File: config.mk
export PLATFORM = sky130hd
export DESIGN_NAME = fill_batch_sequencer
export DESIGN_NICKNAME = d
export VERILOG_FILES = /design/src/rtl/fill_pkg.sv /design/src/rtl/fill_timeout_counter.sv /design/src/rtl/fill_batch_sequencer.sv
export SDC_FILE = /design/constraint.sdc
export NUM_CORES = 1
export LEC_CHECK = 0
export CAP_MARGIN = 20
export CELL_PAD_IN_SITES_DETAIL_PLACEMENT = 1
export CELL_PAD_IN_SITES_GLOBAL_PLACEMENT = 2
export CORE_ASPECT_RATIO = 0.8
export CORE_MARGIN = 2
export CORE_UTILIZATION = 33
export DETAILED_ROUTE_END_ITERATION = 7
export GPL_ROUTABILITY_DRIVEN = 0
export GPL_TIMING_DRIVEN = 0
export PLACE_DENSITY_LB_ADDON = 0.1
export RECOVER_POWER = 25
export SETUP_SLACK_MARGIN = 0.05
export SLEW_MARGIN = 20
export SYNTH_ARGS = -nofsm -noshare
export SYNTH_HDL_FRONTEND = slang
export SYNTH_SLANG_ARGS = --single-unit
File: constraint.sdc
create_clock -name Clk -period 5.9 [get_ports Clk]
set_clock_uncertainty 0.2 [all_clocks]
set_input_delay 1.18 -clock Clk [delete_from_list [all_inputs] [get_ports Clk]]
set_output_delay 1.18 -clock Clk [all_outputs]
set_load 0.02 [all_outputs]
File: src/rtl/fill_pkg.sv
// ---------------------------------------------------------------------------
// | Module   : fill_pkg                                                      |
// | Purpose  : Shared state encoding and defaults for the fill sequencer.    |
// | Revision : 1.0                                                           |
// ---------------------------------------------------------------------------
`default_nettype none

package fill_pkg;

  typedef enum logic [2:0] {
    ST_IDLE  = 3'd0,
    ST_LOAD  = 3'd1,
    ST_MOVE  = 3'd2,
    ST_FILL  = 3'd3,
    ST_EJECT = 3'd4,
    ST_PAUSE = 3'd5,
    ST_DONE  = 3'd6,
    ST_FAULT = 3'd7
  } fillState_t;

  localparam int c_TMO_CYCLES = 1000;
  localparam int c_TOTAL_W    = 16;

  // States from which an emergency Stop parks the machine in PAUSE.
  function automatic logic isPausable(input fillState_t s);
    return (s == ST_LOAD) || (s == ST_MOVE) || (s == ST_FILL) || (s == ST_EJECT);
  endfunction

endpackage

`default_nettype wire

File: src/rtl/fill_timeout_counter.sv
// ---------------------------------------------------------------------------
// | Module   : fill_timeout_counter                                          |
// | Purpose  : Down-counting no-pill watchdog; expires after TMO_CYCLES.     |
// | Revision : 1.0                                                           |
// ---------------------------------------------------------------------------
`default_nettype none

module fill_timeout_counter
  import fill_pkg::*;
#(
  parameter int TMO_CYCLES = c_TMO_CYCLES
) (
  input  logic Clk,
  input  logic Rst,
  input  logic i_clear,
  input  logic i_load,
  input  logic i_enable,
  output logic o_expire
);

  localparam int c_CNT_W = (TMO_CYCLES > 1) ? $clog2(TMO_CYCLES) : 1;
  localparam logic [c_CNT_W-1:0] c_RELOAD = c_CNT_W'(TMO_CYCLES - 1);
  localparam logic [c_CNT_W-1:0] c_ONE    = c_CNT_W'(1);

  logic [c_CNT_W-1:0] r_count;

  // Reload to TMO_CYCLES-1 so expiry lands on the TMO_CYCLES-th enabled cycle.
  always_ff @(posedge Clk) begin
    if (Rst || i_clear) begin
      r_count <= '0;
    end else if (i_load) begin
      r_count <= c_RELOAD;
    end else if (i_enable && (r_count != '0)) begin
      r_count <= r_count - c_ONE;
    end
  end

  assign o_expire = i_enable && (r_count == '0);

endmodule

`default_nettype wire

File: src/rtl/fill_batch_sequencer.sv
// ---------------------------------------------------------------------------
// | Module   : fill_batch_sequencer                                          |
// | Purpose  : Pill-bottle batch filler: belt, valve, counting, pause, fault.|
// | Revision : 1.0                                                           |
// ---------------------------------------------------------------------------
`default_nettype none

module fill_batch_sequencer
  import fill_pkg::*;
#(
  parameter int TMO_CYCLES = c_TMO_CYCLES,
  parameter int TOTAL_W    = c_TOTAL_W
) (
  input  logic               Clk,
  input  logic               Rst,
  input  logic               Start,
  input  logic               Stop,
  input  logic               PillPulse,
  input  logic               BottleIn,
  input  logic [7:0]         PillTarget,
  input  logic [7:0]         BottleTarget,
  output logic               Valve,
  output logic               BeltMotor,
  output logic               Busy,
  output logic               Done,
  output logic               Fault,
  output logic [TOTAL_W-1:0] PillTotal,
  output logic [7:0]         BottleCount,
  output logic [2:0]         StateOut
);

  fillState_t         r_state;
  fillState_t         r_savedState;
  fillState_t         w_nextState;
  logic [7:0]         r_pillTarget;
  logic [7:0]         r_bottleTarget;
  logic [7:0]         r_bottlePills;
  logic [7:0]         r_bottleCount;
  logic [TOTAL_W-1:0] r_pillTotal;

  logic w_tmoClear;
  logic w_tmoLoad;
  logic w_tmoEnable;
  logic w_tmoExpire;
  logic w_lastBottle;
  logic w_bottleFull;
  logic w_enterFill;
  logic w_batchClear;

  assign w_lastBottle = ((r_bottleCount + 8'd1) == r_bottleTarget);
  assign w_bottleFull = (r_bottlePills == r_pillTarget);
  assign w_enterFill  = (r_state == ST_MOVE) && (w_nextState == ST_FILL);
  assign w_batchClear = (r_state == ST_IDLE) && Start;

  // A pill in the same cycle as expiry counts as activity, not a timeout.
  assign w_tmoClear  = (r_state == ST_IDLE);
  assign w_tmoLoad   = w_enterFill || ((r_state == ST_FILL) && PillPulse);
  assign w_tmoEnable = (r_state == ST_FILL);

  fill_timeout_counter #(
    .TMO_CYCLES (TMO_CYCLES)
  ) u_timeout (
    .Clk      (Clk),
    .Rst      (Rst),
    .i_clear  (w_tmoClear),
    .i_load   (w_tmoLoad),
    .i_enable (w_tmoEnable),
    .o_expire (w_tmoExpire)
  );

  always_ff @(posedge Clk) begin
    if (Rst) begin
      r_state <= ST_IDLE;
    end else begin
      r_state <= w_nextState;
    end
  end

  always_comb begin
    w_nextState = r_state;
    if (isPausable(r_state) && Stop) begin
      w_nextState = ST_PAUSE;
    end else begin
      unique case (r_state)
        ST_IDLE: begin
          if (Start) w_nextState = ST_LOAD;
        end
        ST_LOAD: begin
          if ((PillTarget == 8'd0) || (BottleTarget == 8'd0)) w_nextState = ST_FAULT;
          else                                                w_nextState = ST_MOVE;
        end
        ST_MOVE: begin
          if (BottleIn) w_nextState = ST_FILL;
        end
        ST_FILL: begin
          if (w_bottleFull)                    w_nextState = ST_EJECT;
          else if (!BottleIn)                  w_nextState = ST_FAULT;
          else if (w_tmoExpire && !PillPulse)  w_nextState = ST_FAULT;
        end
        ST_EJECT: begin
          if (!BottleIn) w_nextState = w_lastBottle ? ST_DONE : ST_MOVE;
        end
        ST_PAUSE: begin
          if (Start && !Stop) w_nextState = r_savedState;
        end
        ST_DONE:  w_nextState = ST_IDLE;
        ST_FAULT: w_nextState = ST_FAULT;
        default:  w_nextState = ST_FAULT;
      endcase
    end
  end

  always_ff @(posedge Clk) begin
    if (Rst) begin
      r_savedState   <= ST_IDLE;
      r_pillTarget   <= 8'd0;
      r_bottleTarget <= 8'd0;
      r_bottlePills  <= 8'd0;
      r_bottleCount  <= 8'd0;
      r_pillTotal    <= '0;
    end else begin
      if ((w_nextState == ST_PAUSE) && (r_state != ST_PAUSE)) begin
        r_savedState <= r_state;
      end

      if (r_state == ST_LOAD) begin
        r_pillTarget   <= PillTarget;
        r_bottleTarget <= BottleTarget;
      end

      // Pills seen outside FILL still count toward the batch total.
      if (w_batchClear) begin
        r_pillTotal   <= '0;
        r_bottleCount <= 8'd0;
      end else begin
        if (PillPulse && (r_pillTotal != '1)) begin
          r_pillTotal <= r_pillTotal + TOTAL_W'(1);
        end
        if ((r_state == ST_EJECT) && ((w_nextState == ST_MOVE) || (w_nextState == ST_DONE))) begin
          r_bottleCount <= r_bottleCount + 8'd1;
        end
      end

      if (w_enterFill) begin
        r_bottlePills <= 8'd0;
      end else if ((r_state == ST_FILL) && PillPulse && (r_bottlePills != 8'hFF)) begin
        r_bottlePills <= r_bottlePills + 8'd1;
      end
    end
  end

  assign Valve       = (r_state == ST_FILL);
  assign BeltMotor   = (r_state == ST_MOVE) || (r_state == ST_EJECT);
  assign Busy        = (r_state != ST_IDLE) && (r_state != ST_FAULT);
  assign Done        = (r_state == ST_DONE);
  assign Fault       = (r_state == ST_FAULT);
  assign StateOut    = r_state;
  assign PillTotal   = r_pillTotal;
  assign BottleCount = r_bottleCount;

endmodule

`default_nettype wire
Word level (Yosys, flattened, before mapping)

Index checks and enable logic that the tools add are counted.

Bits in registers: 64
Word-level logic and storage cells: 76
Output and inout bits: 32
Bits of input ports: 22

Reductions and logical operators: 33
Equal/unequal tests: 17
Add/subtract/negate cells: 4
Multiplexer cells: 13

Operators with widths:

| kind                    | number |
|---|---|
| $mux W3                 | 10 |
| $pmux W3 S8             | 1 |
| $mux W10                | 2 |
| $eq A3 B3 Y1 const B    | 6 |
| $add A16 B1 Y16 const B | 1 |
| $add A8 B1 Y8 const B   | 2 |
| $eq A8 B8 Y1            | 2 |
| $logic_not A8 Y1        | 2 |
| $ne A16 B16 Y1 const B  | 1 |
| $logic_and A1 B1 Y1     | 13 |
| $eq A3 B2 Y1 const B    | 4 |
| $logic_not A10 Y1       | 1 |
| $reduce_bool A10 Y1     | 1 |
| $sub A10 B1 Y10 const B | 1 |
| $logic_or A1 B1 Y1      | 8 |
| $ne A8 B8 Y1 const B    | 1 |
| $ne A3 B3 Y1 const B    | 2 |
| $reduce_or A2 Y1        | 3 |
| $eq A3 B1 Y1 const B    | 1 |
| $logic_not A3 Y1        | 1 |
| $reduce_bool A3 Y1      | 1 |
| $logic_not A1 Y1        | 2 |
| $reduce_bool A2 Y1      | 1 |

Logic depth before layout (Yosys ltp)

Depth after elaboration: 12
Depth in mapped cells: 8
Depth with buffers taken out: 8

Modules after synthesis

From an unflattened synthesis, not the netlist that was laid out.

Cells, all modules: 429
Area total of the unflattened synthesis: 3492.1 um2

By module, submodules not included:

| module               | instances | area each (um2) | sequential area each (um2) | cells an instance |
|---|---|---|---|---|
| fill_batch_sequencer | 1         | 2947.8          | 1081.0                     | 372 |
| fill_timeout_counter | 1         | 544.3           | 200.2                      | 57 |

Worst setup path after synthesis

OpenSTA, ideal clock, no wires.

Kind: reg-to-output
Start point: register r_state[1] (netlist: StateOut[1])
End point: output BeltMotor
Buffers on the path: 2
Stages on the path, launching flop included: 5
Data arrival time: 1.362 ns
Data required time: 4.520 ns
Path slack: 3.158 ns
Cells stage by stage: dfxtp_1 > buf_2 > buf_1 > xnor2_1 > nor2_1

Longest elaborated chain between the ends: 2
Elaborated cells between the ends (all ways): 3

RTL lines:

| what                                         | RTL line                    | RTL |
|---|---|---|
| start: declaration                           | fill_batch_sequencer.sv:32  | `fillState_t r_state;` |
| start signal: assignment                     | fill_batch_sequencer.sv:75  | `r_state <= w_nextState;` |
| $eq A3 B2 Y1 or $eq A3 B3 Y1 (tied branches) | fill_batch_sequencer.sv:153 | `assign BeltMotor = (r_state == ST_MOVE) \|\| (r_state == ST_EJECT);` |
| $logic_or A1 B1 Y1 (*)                       | fill_batch_sequencer.sv:153 |  |
| end: declaration                             | fill_batch_sequencer.sv:23  | `output logic BeltMotor,` |

Every way passes the cells marked *; elsewhere a longest branch is shown, timed or not.

Worst setup path in the final report

Same ends and word-level chain as after synthesis.

==> impl_metrics.toml <==
[outcome]
outcome = "finished clean"

[setup_path]
worstPathMaxFanout = 10
crit_slowest_cell = "sky130_fd_sc_hd__clkdlybuf4s50_1"
cpLargestDelayFamily = "buffers and inverters"
worst_setup_path_start_kind = "register"
type_of_the_worst_setup_path = "reg2out"
worstPathArrival_ns = 2.20
reg2reg_from = "StateOut[0]$_SDFF_PP0_"
r2r_end = "r_bottleTarget[7]$_SDFFE_PP0P_"
crit_buf_inv = 3
critical_path.endpoint_type = "primary output"
reg2regPathDepth = 5
crit_path_max_incr_delay_ns = 0.62
reg2reg_setup_slack_ns = 3.44
cp_data_required_time_ns = 4.52
worstPathCellList = "buf_2 > buf_1 > xnor2_1 > nor2_1 > clkdlybuf4s50_1"

[grt]
groute.usage.overall_pct = 18.7
via_count_of_the_first_global_routing_pass = 3134
grt_max_degree = 11
overflow = 0
grt_pass1_wl_mm = 15.8
grt_antenna_before_repair = 0

[final_layout]
finish.net_count = 495
seqCellArea_mm2 = 0.00128
postLayoutCellArea_mm2 = 0.00419
num-fill-cells = 1165
synthToLayoutAreaGrowth_pct = 28.7
post_route_cells_drive_above_1_share_pct = 5.51
antenna-diode-count = 0
multiInputGateArea_mm2 = 0.00187

[timing]
max-slew-margin-rel_pct = 46.0
timing.final.max_slew_violations = 0
fmax_mhz = 279
rsz_0062_raised_after_global_routing = "false"
setup_total_negative_slack_ns = 0
tightestPinTransition_ns = 0.804
post_route_clock_period_utilization_pct = 60.7
post_route_minimum_period_ns = 3.58
holdWs_ns = 0.268
finalHoldViolations = 0
finalSetupViolCount = 0

[logic_synthesis]
synth_nets = 433
ys_types = 54
syn-instance-count = 407
ys_async_sr_fraction_pct = 0
synth.largest_area_cell = "sky130_fd_sc_hd__dfxtp_1"
synthMuxAreaShare_pct = 1.84
synthSimpleGateAreaFrac_pct = 25.6
synth_enable_flop_cells = 0
postSynthAreaPerCell_um2 = 8.00
yosys.area_share.adder_pct = 1.54
synth-seq-cells = 64
ys_top_cells_by_area = "sky130_fd_sc_hd__dfxtp_1, sky130_fd_sc_hd__xnor2_1, sky130_fd_sc_hd__nand2_1"
postSynth.topFlopCell = "sky130_fd_sc_hd__dfxtp_1"
combinational_family_with_the_most_area_after_synthesis = "simple AND/OR/NAND/NOR gates"
seq_area_frac_synth_pct = 39.3
yosys_warnings = 0
synth_compound_area_share_pct = 15.9
synth_largest_type_area_fraction_pct = 39.3
synth.cell_area_mm2 = 0.00326
synth_xor_area_share_pct = 12.4

[pwr]
pwr_per_cell_area_mw_per_mm2 = 273
power.static_leakage_nw = 1.43
peakVddDrop_mv = 0.160
finalPower_mw = 1.14

[route]
wirelength_per_cell_um = 15.3
vias_per_cell = 5.22
drt_iter0_markers = 162
overall_routed_net_length_mm = 9.05
postRouteAntennaNets = 0
drt_drc_violations_left = 0
first_pass_iters = 4
vias = 3083

[clock_tree]
clock_insertion_delay_worst_skew_ns = 0.33
worst_setup_hold_path_clk_slew_ns = 0.05
clkSinkCount = 64
cts_resized = 0
ctsHtreeMaxLevel = 3
cts-buffers-inserted = 9
max-clock-path-buffers = 2
cts_hold_repair_buffers = 0
cts.repair_timing.setup_buffer_count = 0
ctsRootBufferMaster = "sky130_fd_sc_hd__clkbuf_16"
clock_tree_from_tritoncts = "built"

[die]
initial_utilization_pct = 33.9
die_area_mm2 = 0.0107
height_of_the_die_um = 92.9
placementRows = 32
number_of_i_o_pins = 54
fp.coreArea_mm2 = 0.00961
die_w_um = 115

[placement]
hpwl_detailed_mm = 6.90
portBuffers = 51
place_area_mm2 = 0.00392

[hold_path]
path_type_of_the_worst_min_delay_path = "reg2reg"
hold_path_depth = 2
hold_end = "r_bottleTarget[1]$_SDFFE_PP0P_"
worstHoldStart = "r_bottleTarget[1]$_SDFFE_PP0P_"

[flow_run]
timing.max_cap.violations = 0
[layout by cell type, fill, tap and decap left out, types with 2 or more instances in the layout]
| master | synthesis | final |
|---|---|---|
| sky130_fd_sc_hd__dfxtp_1 | 64 | 64 |
| sky130_fd_sc_hd__nand2_1 | 52 | 52 |
| sky130_fd_sc_hd__nor2_1 | 49 | 49 |
| sky130_fd_sc_hd__clkdlybuf4s50_1 | 0 | 48 |
| sky130_fd_sc_hd__a21oi_1 | 37 | 37 |
| sky130_fd_sc_hd__xnor2_1 | 31 | 31 |
| sky130_fd_sc_hd__o21ai_0 | 24 | 24 |
| sky130_fd_sc_hd__xor2_1 | 15 | 15 |
| sky130_fd_sc_hd__clkbuf_1 | 11 | 14 |
| sky130_fd_sc_hd__nand3_1 | 12 | 12 |
| sky130_fd_sc_hd__or3_1 | 9 | 9 |
| sky130_fd_sc_hd__clkbuf_16 | 0 | 9 |
| sky130_fd_sc_hd__nor3_1 | 8 | 8 |
| sky130_fd_sc_hd__nand4_1 | 8 | 8 |
| sky130_fd_sc_hd__inv_1 | 7 | 7 |
| sky130_fd_sc_hd__nor4_1 | 7 | 7 |
| sky130_fd_sc_hd__mux2i_1 | 6 | 6 |
| sky130_fd_sc_hd__a31oi_1 | 5 | 5 |
| sky130_fd_sc_hd__buf_2 | 4 | 4 |
| sky130_fd_sc_hd__ha_1 | 4 | 4 |
| sky130_fd_sc_hd__buf_1 | 4 | 3 |
| sky130_fd_sc_hd__and3_1 | 3 | 3 |
| sky130_fd_sc_hd__or4_1 | 3 | 3 |
| sky130_fd_sc_hd__o31ai_1 | 3 | 3 |
| sky130_fd_sc_hd__clkbuf_8 | 0 | 3 |
| sky130_fd_sc_hd__dlygate4sd3_1 | 0 | 3 |
| sky130_fd_sc_hd__and4_1 | 2 | 2 |
| sky130_fd_sc_hd__a21o_1 | 2 | 2 |
| sky130_fd_sc_hd__o21bai_1 | 2 | 2 |
| sky130_fd_sc_hd__nor3b_1 | 2 | 2 |
| sky130_fd_sc_hd__nand2b_1 | 2 | 2 |
| sky130_fd_sc_hd__or2_2 | 2 | 2 |
| sky130_fd_sc_hd__nor2b_1 | 2 | 2 |
| sky130_fd_sc_hd__nor3b_2 | 2 | 2 |
| sky130_fd_sc_hd__o22ai_1 | 2 | 2 |
[power breakdown]
part,internal [mW],switching [mW],total [mW]
clock,0.314,0.177,0.491
combinational,0.0738,0.109,0.182
sequential,0.452,0.0175,0.470
total,0.840,0.303,1.14
[worst max path at each step]
stage / from / end / slack [ns] / cells after the start
global route: StateOut[1]$_SDFF_PP0_ / BeltMotor / 2.20 / 5
detailed placement: BottleIn / u_timeout.r_count[5]$_SDFFE_PP0P_ / 2.52 / 7
finish: StateOut[1]$_SDFF_PP0_ / BeltMotor / 2.32 / 5
global placement: BottleIn / u_timeout.r_count[5]$_SDFFE_PP0P_ / 2.56 / 7
CTS: StateOut[1]$_SDFF_PP0_ / BeltMotor / 2.32 / 5
floorplan: StateOut[1]$_SDFF_PP0_ / BeltMotor / 3.16 / 4
[area by class of cell]
type	instances	area share (%)
Buffer	19	1.82
Clock buffer	14	6.54
Inverter	9	0.806
Multi-Input combinational cell	315	44.5
Sequential cell	64	30.6
Tap cell	119	3.55
Timing Repair Buffer	51	12.2
[through the flow]
stage / std cells / util (%) / setup WS, ns
final: 591 / 43.6 / 2.32
after global routing: 591 / 43.6 / 2.20
after CTS: 591 / 43.6 / 2.32
after detailed placement: 577 / 40.8 / 2.52
after global placement: 577 / 40.8 / 2.56
after floorplan: 407 / - / 3.16
[worst register-to-register path: cells and delay by family (launching register included)]
| family | cells | cell delay (ns) |
|---|---|---|
| buffers and inverters | 2 | 0.71 |
| AO/OA/AOI/OAI | 1 | 0.14 |
| flip-flops | 1 | 0.48 |
| AND/OR/NAND/NOR | 2 | 0.85 |
[state kept, by name, indices dropped and copies added, names as in the netlist]
name	cells
BottleCount	8
PillTotal	16
StateOut	3
r_bottlePills	8
r_bottleTarget	8
r_pillTarget	8
r_savedState	3
u_timeout.r_count	10
[logic make-up after synthesis]
family / count (synthesis)
xor+xnor: 46
mux: 6
compound gates: 88
buf+inv: 28
simple gates: 171
fa+ha+maj: 4
flops: 64
[cell usage after synthesis (all sizes together), types with 2 or more instances]
cell type	instances
dfxtp	64
nand2	52
nor2	50
a21oi	37
xnor2	31
o21ai	26
xor2	15
nand3	12
clkbuf	11
nor3	9
or3	9
buf	8
inv	8
nand4	8
nor4	7
mux2i	6
a31oi	5
ha	4
nor3b	4
and3	3
o31ai	3
or4	3
a21o	2
and4	2
nand2b	2
nor2b	2
o21bai	2
o22ai	2
or2	2
[per-layer routing]
layer  global-route usage (%)  vias up  wire length, um
li1                         -     1548                -
met4                     5.12        0               68
met1                     25.8     1493             4580
met3                     3.86        7              255
met2                     29.5       35             4150
met5                        0        -                0
Power figures use the tool's default switching activity.
